### src/rtl/scan_test_ctrl_if.sv
`default_nettype none
// ============================================================================
// Module   : scan_test_ctrl_if
// Purpose  : Bundles the request/result and scan-chain signals of the
//            scan-test sequencer.
//            master : host side. Drives start/abort/pattern/expected and
//                     returns the chain's scan_out on scan_so.
//            slave  : the sequencer itself.
// Signals  : start, abort, pattern[CHAIN_LEN], expected[CHAIN_LEN], scan_so
//            (host -> sequencer); scan_en, scan_si, busy, done,
//            response[CHAIN_LEN], pass, pattern_cnt[CNT_W], fail_cnt[CNT_W]
//            (sequencer -> host)
// Revision : 1.0  initial release
// ============================================================================
interface scan_test_ctrl_if #(
    parameter int CHAIN_LEN = 4,
    parameter int CNT_W     = 8
);
    logic                 start;
    logic                 abort;
    logic [CHAIN_LEN-1:0] pattern;
    logic [CHAIN_LEN-1:0] expected;
    logic                 scan_so;
    logic                 scan_en;
    logic                 scan_si;
    logic                 busy;
    logic                 done;
    logic [CHAIN_LEN-1:0] response;
    logic                 pass;
    logic [CNT_W-1:0]     pattern_cnt;
    logic [CNT_W-1:0]     fail_cnt;

    modport master (
        output start, abort, pattern, expected, scan_so,
        input  scan_en, scan_si, busy, done, response, pass, pattern_cnt, fail_cnt
    );

    modport slave (
        input  start, abort, pattern, expected, scan_so,
        output scan_en, scan_si, busy, done, response, pass, pattern_cnt, fail_cnt
    );
endinterface
`default_nettype wire

### src/rtl/scan_test_ctrl.sv
`default_nettype none
// ============================================================================
// Module   : scan_test_ctrl
// Purpose  : Scan-test sequencer placed directly upstream of a scan chain.
//            Each accepted start runs one pattern: shift the stimulus in,
//            capture for CAP_CYCLES functional clocks, shift the response
//            out and compare it against the expected value. Keeps saturating
//            counts of completed and failing runs.
// Ports    : clk    - rising-edge clock
//            rst_n  - asynchronous active-low reset
//            bus    - scan_test_ctrl_if.slave (start/abort/pattern/expected/
//                     scan_so in; scan_en/scan_si/busy/done/response/pass/
//                     pattern_cnt/fail_cnt out, all registered)
// Revision : 1.0  initial release
// ============================================================================
module scan_test_ctrl #(
    parameter int CHAIN_LEN  = 4,
    parameter int CAP_CYCLES = 1,
    parameter int CNT_W      = 8
) (
    input  wire logic          clk,
    input  wire logic          rst_n,
    scan_test_ctrl_if.slave    bus
);

    // One counter serves the SHIFT, CAPTURE and UNLOAD phases.
    localparam int c_cnt_top = (CHAIN_LEN > CAP_CYCLES) ? CHAIN_LEN : CAP_CYCLES;
    localparam int c_cnt_w   = (c_cnt_top > 1) ? $clog2(c_cnt_top) : 1;

    localparam logic [c_cnt_w-1:0] c_shift_last = c_cnt_w'(CHAIN_LEN - 1);
    localparam logic [c_cnt_w-1:0] c_cap_last   = c_cnt_w'(CAP_CYCLES - 1);

    localparam logic [2:0] c_idle    = 3'd0;
    localparam logic [2:0] c_shift   = 3'd1;
    localparam logic [2:0] c_capture = 3'd2;
    localparam logic [2:0] c_unload  = 3'd3;
    localparam logic [2:0] c_done    = 3'd4;

    logic [2:0]           r_state;
    logic [c_cnt_w-1:0]   r_cnt;
    logic [CHAIN_LEN-1:0] r_shreg;
    logic [CHAIN_LEN-1:0] r_expected;
    logic                 r_scan_en;
    logic                 r_scan_si;
    logic                 r_busy;
    logic                 r_done;
    logic [CHAIN_LEN-1:0] r_response;
    logic                 r_pass;
    logic [CNT_W-1:0]     r_pattern_cnt;
    logic [CNT_W-1:0]     r_fail_cnt;

    // scan_so is sampled before the chain moves, so the final unload edge
    // already sees the complete response; the verdict is formed from it.
    logic [CHAIN_LEN-1:0] w_resp_next;
    logic                 w_pass_next;

    assign w_resp_next = {r_response[CHAIN_LEN-2:0], bus.scan_so};
    assign w_pass_next = (w_resp_next == r_expected);

    always_ff @(posedge clk or negedge rst_n) begin
        if (!rst_n) begin
            r_state       <= c_idle;
            r_cnt         <= '0;
            r_shreg       <= '0;
            r_expected    <= '0;
            r_scan_en     <= 1'b0;
            r_scan_si     <= 1'b0;
            r_busy        <= 1'b0;
            r_done        <= 1'b0;
            r_response    <= '0;
            r_pass        <= 1'b0;
            r_pattern_cnt <= '0;
            r_fail_cnt    <= '0;
        end else begin
            r_done <= 1'b0;
            if ((r_state != c_idle) && bus.abort) begin
                r_state   <= c_idle;
                r_cnt     <= '0;
                r_scan_en <= 1'b0;
                r_scan_si <= 1'b0;
                r_busy    <= 1'b0;
            end else begin
                case (r_state)
                    c_idle: begin
                        if (bus.start && !bus.abort) begin
                            // MSB goes out first so it travels to the far end.
                            r_state    <= c_shift;
                            r_cnt      <= '0;
                            r_shreg    <= {bus.pattern[CHAIN_LEN-2:0], 1'b0};
                            r_expected <= bus.expected;
                            r_pass     <= 1'b0;
                            r_scan_en  <= 1'b1;
                            r_scan_si  <= bus.pattern[CHAIN_LEN-1];
                            r_busy     <= 1'b1;
                        end
                    end
                    c_shift: begin
                        if (r_cnt == c_shift_last) begin
                            r_state   <= c_capture;
                            r_cnt     <= '0;
                            r_scan_en <= 1'b0;
                            r_scan_si <= 1'b0;
                        end else begin
                            r_cnt     <= r_cnt + 1'b1;
                            r_scan_si <= r_shreg[CHAIN_LEN-1];
                            r_shreg   <= {r_shreg[CHAIN_LEN-2:0], 1'b0};
                        end
                    end
                    c_capture: begin
                        if (r_cnt == c_cap_last) begin
                            r_state   <= c_unload;
                            r_cnt     <= '0;
                            r_scan_en <= 1'b1;
                            r_scan_si <= 1'b0;
                        end else begin
                            r_cnt <= r_cnt + 1'b1;
                        end
                    end
                    c_unload: begin
                        r_response <= w_resp_next;
                        if (r_cnt == c_shift_last) begin
                            r_state   <= c_done;
                            r_cnt     <= '0;
                            r_scan_en <= 1'b0;
                            r_done    <= 1'b1;
                            r_pass    <= w_pass_next;
                            if (!(&r_pattern_cnt)) begin
                                r_pattern_cnt <= r_pattern_cnt + 1'b1;
                            end
                            if (!w_pass_next && !(&r_fail_cnt)) begin
                                r_fail_cnt <= r_fail_cnt + 1'b1;
                            end
                        end else begin
                            r_cnt <= r_cnt + 1'b1;
                        end
                    end
                    c_done: begin
                        r_state <= c_idle;
                        r_busy  <= 1'b0;
                    end
                    default: begin
                        r_state   <= c_idle;
                        r_cnt     <= '0;
                        r_scan_en <= 1'b0;
                        r_scan_si <= 1'b0;
                        r_busy    <= 1'b0;
                    end
                endcase
            end
        end
    end

    assign bus.scan_en     = r_scan_en;
    assign bus.scan_si     = r_scan_si;
    assign bus.busy        = r_busy;
    assign bus.done        = r_done;
    assign bus.response    = r_response;
    assign bus.pass        = r_pass;
    assign bus.pattern_cnt = r_pattern_cnt;
    assign bus.fail_cnt    = r_fail_cnt;

endmodule
`default_nettype wire

### src/flat_wrapper.sv
// flat-port wrapper written by rule: the top's interface ports become plain ports
module scan_test_ctrl_flat 
#(
    parameter int CHAIN_LEN  = 4,
    parameter int CAP_CYCLES = 1,
    parameter int CNT_W      = 8
)
  (clk, rst_n, bus_start, bus_abort, bus_pattern, bus_expected, bus_scan_so, bus_scan_en, bus_scan_si, bus_busy, bus_done, bus_response, bus_pass, bus_pattern_cnt, bus_fail_cnt);
  scan_test_ctrl_if #(.CHAIN_LEN(CHAIN_LEN), .CNT_W(CNT_W)) bus_i ();
  input  wire logic clk;
  input  wire logic rst_n;
  input wire logic [$bits(bus_i.start)-1:0] bus_start;
  input wire logic [$bits(bus_i.abort)-1:0] bus_abort;
  input wire logic [$bits(bus_i.pattern)-1:0] bus_pattern;
  input wire logic [$bits(bus_i.expected)-1:0] bus_expected;
  input wire logic [$bits(bus_i.scan_so)-1:0] bus_scan_so;
  output wire logic [$bits(bus_i.scan_en)-1:0] bus_scan_en;
  output wire logic [$bits(bus_i.scan_si)-1:0] bus_scan_si;
  output wire logic [$bits(bus_i.busy)-1:0] bus_busy;
  output wire logic [$bits(bus_i.done)-1:0] bus_done;
  output wire logic [$bits(bus_i.response)-1:0] bus_response;
  output wire logic [$bits(bus_i.pass)-1:0] bus_pass;
  output wire logic [$bits(bus_i.pattern_cnt)-1:0] bus_pattern_cnt;
  output wire logic [$bits(bus_i.fail_cnt)-1:0] bus_fail_cnt;
  assign bus_i.start = bus_start;
  assign bus_i.abort = bus_abort;
  assign bus_i.pattern = bus_pattern;
  assign bus_i.expected = bus_expected;
  assign bus_i.scan_so = bus_scan_so;
  assign bus_scan_en = bus_i.scan_en;
  assign bus_scan_si = bus_i.scan_si;
  assign bus_busy = bus_i.busy;
  assign bus_done = bus_i.done;
  assign bus_response = bus_i.response;
  assign bus_pass = bus_i.pass;
  assign bus_pattern_cnt = bus_i.pattern_cnt;
  assign bus_fail_cnt = bus_i.fail_cnt;
  scan_test_ctrl #(.CHAIN_LEN(CHAIN_LEN), .CAP_CYCLES(CAP_CYCLES), .CNT_W(CNT_W)) u_core (.clk(clk), .rst_n(rst_n), .bus(bus_i));
endmodule
### config.mk
export PLATFORM = sky130hd
export DESIGN_NAME = scan_test_ctrl_flat
export DESIGN_NICKNAME = d
export VERILOG_FILES = /design/src/rtl/scan_test_ctrl_if.sv /design/src/rtl/scan_test_ctrl.sv /design/src/flat_wrapper.sv
export SDC_FILE = /design/constraint.sdc
export NUM_CORES = 1
export LEC_CHECK = 0
export CORE_ASPECT_RATIO = 0.75
export CORE_MARGIN = 2
export CORE_UTILIZATION = 25
export CTS_CLUSTER_DIAMETER = 80
export CTS_CLUSTER_SIZE = 12
export DETAILED_ROUTE_END_ITERATION = 7
export GPL_ROUTABILITY_DRIVEN = 0
export SYNTH_ARGS = -nofsm -noshare
export SYNTH_HDL_FRONTEND = slang
export SYNTH_SLANG_ARGS = --single-unit
### constraint.sdc
create_clock -name clk -period 2.2 [get_ports clk]
set_input_delay 0.33 -clock clk [delete_from_list [all_inputs] [get_ports clk]]
set_output_delay 0.33 -clock clk [all_outputs]
set_load 0.05 [all_outputs]
== Word level (Yosys, flattened, before mapping) ==
Cells that the tools add are included.
Word-level totals
  register bits: 38
  input port bits: 13
  output and inout port bits: 25
  logic and storage cells: 93
Cells by class
  add/subtract/negate cells: 3
  equal/unequal tests: 17
  multiplexer cells: 32
  bitwise operators: 2
  reductions and logical operators: 27
Operator list (number)
  AND reduction 4 bit: 6
  adder 8 x 1 -> 8 bit (second input constant): 2
  AND reduction 8 bit: 2
  2-to-1 mux 3 bit: 5
  != test 3 x 1 -> 1 bit (second input constant): 5
  2-to-1 mux 1 bit: 14
  one-hot mux 3 bit (4 select lines): 1
  != test 2 x 1 -> 1 bit (second input constant): 5
  2-to-1 mux 2 bit: 4
  2-to-1 mux 4 bit: 2
  one-hot mux 1 bit (4 select lines): 2
  one-hot mux 2 bit (4 select lines): 1
  one-hot mux 4 bit (2 select lines): 1
  == test 3 x 2 -> 1 bit (second input constant): 2
  AND reduction 2 bit: 3
  AND reduction 3 bit: 2
  == test 4 bit: 1
  one-hot mux 1 bit (2 select lines): 2
  nonzero test 2 bit: 2
  OR reduction 2 bit: 2
  == test 3 x 1 -> 1 bit (second input constant): 1
  == test 3 bit (second input constant): 1
  logical AND 1 bit: 3
  logical NOT 1 bit: 3
  8 further kinds: 9

== Depth between registers and ports, before layout ==
Gate-level depths: netlist of the first run.
  word-level depth: 5
  depth in mapped cells: 6
  mapped depth without buffers: 6

== Worst setup path before layout of the first run ==
Ideal clock, no wire load.
  path kind: reg-to-reg
  from: register u_core.r_fail_cnt[0] (netlist: u_core.bus.fail_cnt[0])
  to: register u_core.r_fail_cnt[1] (netlist: u_core.bus.fail_cnt[1])
  library setup time: 125 ps
  arrival time: 1821 ps
  required time: 2075 ps
  slack: 254 ps
  cell stages (with the launch flop): 6
  path buffers: 0
  clock period less this slack: 1946 ps
  path through: dfrtp_1 ha_1 nand3_1 o311ai_4 nor2_1 mux2_2
On the way
  word-level cells in the longest chain between the ends: 4
  elaborated cells between the ends (all ways): 5
  classes of those cells: 1 x add/sub; 4 x reduce/logical
RTL lines
  from (decl): RTL line scan_test_ctrl.sv:50  | logic [CNT_W-1:0] r_fail_cnt;
  from (signal assigned): RTL line scan_test_ctrl.sv:131  | r_fail_cnt <= r_fail_cnt + 1'b1;
  branches (longest 4 deep; another with adder 8 x 1 -> 8 bit)
Parallel ways; which one is timed is not known.
A chain may end at the register's enable or synchronous reset.

== Worst setup path in the final report of the first run ==
  from: register u_core.r_fail_cnt[3] (netlist: u_core.bus.fail_cnt[3])
  to: output bus_fail_cnt[3]
RTL lines
  to (decl): RTL line flat_wrapper.sv:24  | output wire logic [$bits(bus_i.fail_cnt)-1:0] bus_fail_cnt;
No word-level cell between the ends.

==> results of run 1 <==
==> cells in the final DEF (no fill, tap or decap), drive strengths merged <==
master,synthesis,final
nor2,4,4
clkbuf,3,7
a21oi,5,5
o21ai,6,6
and2,2,2
buf,3,7
mux2,10,10
and4,1,1
inv,4,4
or2,2,2
or3b,2,2
nor3b,4,4
nand3,6,6
clkinv,0,1
or4b,1,1
o211ai,3,3
nor2b,2,2
a31oi,2,2
clkdlybuf4s50,0,36
o311ai,2,2
nor3,11,11
nand4,1,1
xor2,16,16
nand3b,3,3
dfrtp,37,37
nand2b,2,2
nor4,3,3
nand4b,1,1
and3,1,1
ha,6,6
or3,1,1
mux2i,3,3
and4bb,1,1
a22o,1,1
nand2,16,16
o32ai,3,3
a211o,2,2
xnor2,3,3
==> where the power goes <==
part	switching (W)	internal [W]
clock	0.000242	0.000283
combinational	0.000225	0.000170
sequential	0.0000614	0.000749
==> flip-flops by register name, indices dropped and copies added (netlist names) <==
register / cells
u_core.bus.pass: 1
u_core.bus.response: 4
u_core.bus.done: 1
u_core.r_cnt: 2
u_core.r_shreg: 3
u_core.bus.scan_si: 1
u_core.bus.pattern_cnt: 8
u_core.r_state: 3
u_core.r_expected: 4
u_core.bus.busy: 1
u_core.bus.fail_cnt: 8
u_core.bus.scan_en: 1
==> cells by family after synthesis <==
logic type / Yosys count / share of synthesized area
xor+xnor: 19 / 0.0865
mux: 13 / 0.0742
compound gates: 24 / 0.0924
fa+ha+maj: 6 / 0.0390
buf+inv: 10 / 0.0280
flops: 37 / 0.481
simple gates: 64 / 0.198
==> final cells by class <==
type	count	area [um2]	share of cell area
multi-input combinational	126	943	0.372
sequential	37	926	0.365
timing repair buffer	43	423	0.167
tap	101	126	0.0499
clock buffer	7	96.3	0.0380
inverter	4	15.0	0.00592
clock inverter	1	5.00	0.00197
==> worst register-to-register path, cell delays in order (launching register included) <==
cell and delay (ps):
dfrtp_1 420, ha_1 200, nand3_1 160, o311ai_4 440, nor2_1 110, buf_4 160
xor2_1 130
==> per-stage QoR <==
stage	instances	setup slack, ps	area, um2	hold WS [ps]
3_5_place_dp	311	129	2430	481
2_1_floorplan	173	254	1920	34.4
4_1_cts	319	258	2530	172
5_1_grt	319	224	2530	213
3_3_place_gp	311	102	2430	469
6_report	319	284	2530	144
==> final timing paths <==
| check | cells past startpoint | endpoint |
|---|---|---|
| worst max register to register | 6 | u_core.bus.fail_cnt[0]$_DFFE_PN0P_ |
| worst max-delay path | 1 | bus_fail_cnt[3] |
| min in group clk | 2 | u_core.r_shreg[2]$_DFFE_PN0P_ |
| worst min register to register | 2 | u_core.r_shreg[2]$_DFFE_PN0P_ |
| worst min-delay path | 1 | u_core.r_state[1]$_DFFE_PN0P_ |
| max in group asynchronous | 1 | u_core.bus.fail_cnt[5]$_DFFE_PN0P_ |
==> metal layers <==
metal / share of wire / global-route usage / up-vias
li1: - / - / 707
met1: 0.52 / 0.156 / 673
met2: 0.41 / 0.143 / 30
met3: 0.061 / 0.0384 / 8
met4: 0.012 / 0.0360 / 0
met5: 0 / 0 / -
==> flow_metrics.tcl, run 1 <==
set metrics [dict create \
    grt_pass1_wl_um 7030 \
    drive_gt1_frac 0.147 \
    clk_pin_slew_ps 80 \
    grtUsageTotal 0.107 \
    dp_hpwl_um 3000 \
    wl_per_cell_um 12.8 \
    drv_slew 0 \
    p_leak_nw 1.12 \
    cts_tree "built" \
    postCtsHoldBufs 0 \
    antenna_left 0 \
    netlist_top_cells_count "dfrtp_1 (37), nand2_1 (16), xor2_1 (16)" \
    post_cts_buffers 0 \
    synth.distinct_cells 42 \
    yosysMostFrequentCell "dfrtp_1" \
    grt_overflow 0 \
    crit_type "register to primary output" \
    hold_viol 0 \
    io_pins 38 \
    synth_top_cell_by_area "dfrtp_1" \
    finalPower_w 0.00173 \
    finalSetupViolations 0 \
    slowest_stage "clkdlybuf4s50_1" \
    cp-start-kind "register" \
    syn_area_per_cell_um2 11.1 \
    drt_iter0_drc 91 \
    hold_class "primary input to async pin" \
    rsz0062_at_grt "no" \
    clock_path_buffers 2 \
    tightest_slew_ps 851 \
    cts.repair.resized 0 \
    first_global_vias 1359 \
    die_x_um 105 \
    num-nets-final 236 \
    syn_nets 192 \
    cts_sinks 37 \
    netlist_area_um2 1920 \
    drc 0 \
    setup-tns-final_ps 0 \
    synth_edf_count 0 \
    synth-main-ff-cell "dfrtp_1" \
    die_h_um 80.0 \
    n_antenna_cell 0 \
    ir_drop_v 0.000277 \
    async_flop_share 1.00 \
    via_count 1418 \
    wirelength_um 4100 \
    synth_top_area_share 0.481 \
    status "finished clean" \
    path_buf_inv 1 \
    htree_levels 2 \
    max_slew_margin 0.433 \
    slowest_delay_ps 860 \
    dr.pass1.iters 4 \
    r2r-start "u_core.bus.fail_cnt[0]$_DFFE_PN0P_" \
    maxCapViolCount 0 \
    clk_latency_ps 290 \
    path_cells "clkdlybuf4s50_1" \
    cts-root-buf "clkbuf_8" \
    ys_ff_latch 37 \
    start_util 0.260 \
    grt_max_degree 38 \
    rows 27 \
    nFillCells 750 \
    fin_util 0.343 \
    die_area_um2 8420 \
    antenna_found_initial 0 \
    powerDensity_nw_per_um2 683 \
    skew_ps 10.0 \
    yosysSeqAreaShare 0.481 \
    cts_buffers 5 \
    numPortBuffers 37 \
    yosys_warnings 0 \
    path_delay_family "buffers and inverters" \
    startpoint "u_core.bus.fail_cnt[3]$_DFFE_PN0P_" \
    fin_crit_sh 0.871 \
    fmax_mhz 522 \
    fin_crit_ps 1920 \
    crit_fanout 5 \
    area_delta_synth_final_pct 31.8 \
    syn_inst 173 \
    crit_arrival_ps 1590 \
    synthTopCellsByArea "dfrtp_1 (48%), xor2_1 (7.3%), mux2_2 (5.9%)" \
    r2r_slack_ps 460 \
    fp.coreArea_um2 7400 \
    crit_required_ps 1870 \
    vias_per_cell 4.45 \
    worstSetupEndpointType "primary output" \
]
(Power assumes the default switching activity.)
==> run 2: changes to the inputs <==
--- a/config.mk
+++ b/config.mk
@@ -5,6 +5,8 @@
 export SDC_FILE = /design/constraint.sdc
 export NUM_CORES = 1
 export LEC_CHECK = 0
+export CELL_PAD_IN_SITES_DETAIL_PLACEMENT = 1
+export CELL_PAD_IN_SITES_GLOBAL_PLACEMENT = 2
 export CORE_ASPECT_RATIO = 0.75
 export CORE_MARGIN = 2
 export CORE_UTILIZATION = 25
@@ -12,6 +14,7 @@
 export CTS_CLUSTER_SIZE = 12
 export DETAILED_ROUTE_END_ITERATION = 7
 export GPL_ROUTABILITY_DRIVEN = 0
+export PLACE_DENSITY_LB_ADDON = 0.1
 export SYNTH_ARGS = -nofsm -noshare
 export SYNTH_HDL_FRONTEND = slang
 export SYNTH_SLANG_ARGS = --single-unit
==> run 2 against run 1 <==
Non-clock buffer count unchanged. Critical path depth did not move. Wire length up 16%. Register-to-register slack worse by 100 ps. Clock skew down 3.7 ps. Clock power decreased by 6.1%. Cell count is 0.31% lower. Critical path type unchanged. Critical endpoint unchanged. Largest cell class unchanged.
==> flow_metrics.tcl, run 2 (synthesis gave the netlist of run 1 again) <==
set metrics [dict create \
    clk_pin_slew_ps 80 \
    grt_overflow 0 \
    rr_worst_depth 4 \
    crit_arrival_ps 1570 \
    num-nets-final 236 \
    startpoint "u_core.bus.fail_cnt[3]$_DFFE_PN0P_" \
    rows 27 \
    fin_cells 318 \
    final_cell_mix "dfrtp_1 (37), clkdlybuf4s50_1 (36), nand2_1 (16), xor2_1 (16), nor3_1 (11)" \
    grt_max_degree 38 \
    wirelength_um 4760 \
    top_usage_layer "met2" \
    postCtsHoldBufs 0 \
    cp.depth 1 \
    clk_latency_ps 280 \
    fin_crit_sh 0.864 \
    met2_usage 0.191 \
    p_comb_frac 0.235 \
    grtUsageTotal 0.120 \
    fp.coreArea_um2 7400 \
    die_h_um 80.0 \
    max_slew_margin 0.409 \
    dp_hpwl_um 3490 \
    seqCellArea_um2 926 \
    die_x_um 105 \
    io_pins 38 \
    tightest_slew_ps 887 \
    maxCapViolCount 0 \
    final_common_cell "dfrtp_1" \
    internal_power_w 0.00117 \
    worstSetupEndpointType "primary output" \
    path_buf_inv 1 \
    seqPwrFrac 0.476 \
    r2r_slack_ps 360 \
    nFillCells 822 \
    cts_tree "built" \
    htree_levels 2 \
    rsz0062_at_grt "no" \
    cts_buffers 5 \
    setup-tns-final_ps 0 \
    crit_required_ps 1870 \
    drv_slew 0 \
    r2r-start "u_core.r_state[1]$_DFFE_PN0P_" \
    slowest_delay_ps 840 \
    post_cts_buffers 0 \
    antenna_found_initial 0 \
    multiInputGateArea_um2 943 \
    path_delay_family "buffers and inverters" \
    n_antenna_cell 0 \
    antenna_left 0 \
    path_cells "clkdlybuf4s50_1" \
    vias_per_cell 4.56 \
    cts-root-buf "clkbuf_8" \
    cp-start-kind "register" \
    status "finished clean" \
    slowest_stage "clkdlybuf4s50_1" \
    timing.rr.end "u_core.bus.fail_cnt[1]$_DFFE_PN0P_" \
    wl_per_cell_um 15.0 \
    drt_iter0_drc 30 \
    crit_fanout 5 \
    power.switching_w 0.000534 \
    crit_path_end "bus_fail_cnt[3]" \
    drive_gt1_frac 0.138 \
    hold_class "primary input to async pin" \
    powerDensity_nw_per_um2 679 \
    cts.repair.resized 0 \
    numPlacedInstances 311 \
    cts_sinks 37 \
    hold_viol 0 \
    clock_path_buffers 2 \
    dr.pass1.iters 4 \
    area_delta_synth_final_pct 30.4 \
    fin_crit_ps 1900 \
    ir_drop_v 0.000198 \
    grt_util_met3 0.0318 \
    start_util 0.260 \
    skew_ps 6.37 \
    gr-usage-met1 0.165 \
    crit_type "register to primary output" \
    die_area_um2 8420 \
    finalSetupViolations 0 \
    via_count 1450 \
    p_leak_nw 1.10 \
    numPortBuffers 37 \
    switching_share 0.314 \
    grt_pass1_wl_um 8020 \
    first_global_vias 1563 \
    fmax_mhz 526 \
    drc 0 \
    clkPwrFrac 0.289 \
]
-- run 2: cell types whose count changed in the layout (fill, tap and decap cells not counted) --
| cell | before | now |
|---|---|---|
| buf_4 | 5 | 6 |
| clkinv_2 | 1 | 0 |
| clkbuf_1 | 0 | 1 |
| buf_12 | 1 | 0 |
| clkbuf_8 | 7 | 6 |
-- run 2: worst min path at each step --
stage | slack (ps) | end | start
global route | 220 | u_core.bus.fail_cnt[4]$_DFFE_PN0P_ | rst_n
floorplan | 30 | u_core.bus.busy$_DFFE_PN0P_ | rst_n
detailed placement | 490 | u_core.r_shreg[2]$_DFFE_PN0P_ | u_core.r_shreg[2]$_DFFE_PN0P_
finish | 160 | u_core.r_shreg[1]$_DFFE_PN0P_ | rst_n
global placement | 460 | u_core.r_shreg[2]$_DFFE_PN0P_ | u_core.r_shreg[2]$_DFFE_PN0P_
CTS | 200 | u_core.r_shreg[1]$_DFFE_PN0P_ | rst_n
-- run 2: metal layers --
layer  vias to the layer above  share of wire
met1                       722           0.51
li1                        701              -
met2                        25           0.44
met3                         2          0.041
met5                         -              0
met4                         0         0.0038
-- run 2: power groups by stage --
stage | clock, W | sequential (W) | combinational (W)
4_1_cts | 0.000512 | 0.000813 | 0.000407
3_5_place_dp | 0 | 0.000826 | 0.000406
3_3_place_gp | 0 | 0.000822 | 0.000394
6_report | 0.000493 | 0.000811 | 0.000400
5_1_grt | 0.000547 | 0.000825 | 0.000440
2_1_floorplan | 0 | 0.000876 | 0.000206
-- run 2: cell type report --
class,instances,area share
timing repair buffer,43,0.164
clock buffer,7,0.0344
sequential,37,0.369
inverter,4,0.00599
tap,101,0.0504
multi-input combinational,126,0.376
-- run 2: metrics by stage --
stage          worst slack [ps]  hold WS, ps  instance area (um2)   util  power, W
2_1_floorplan               254         34.4                 1920      -   0.00108
3_3_place_gp                181          462                 2420  0.327   0.00122
3_5_place_dp                120          487                 2420  0.327   0.00123
4_1_cts                     286          199                 2510  0.339   0.00173
5_1_grt                     223          219                 2510  0.339   0.00181
6_report                    300          161                 2510  0.339   0.00170
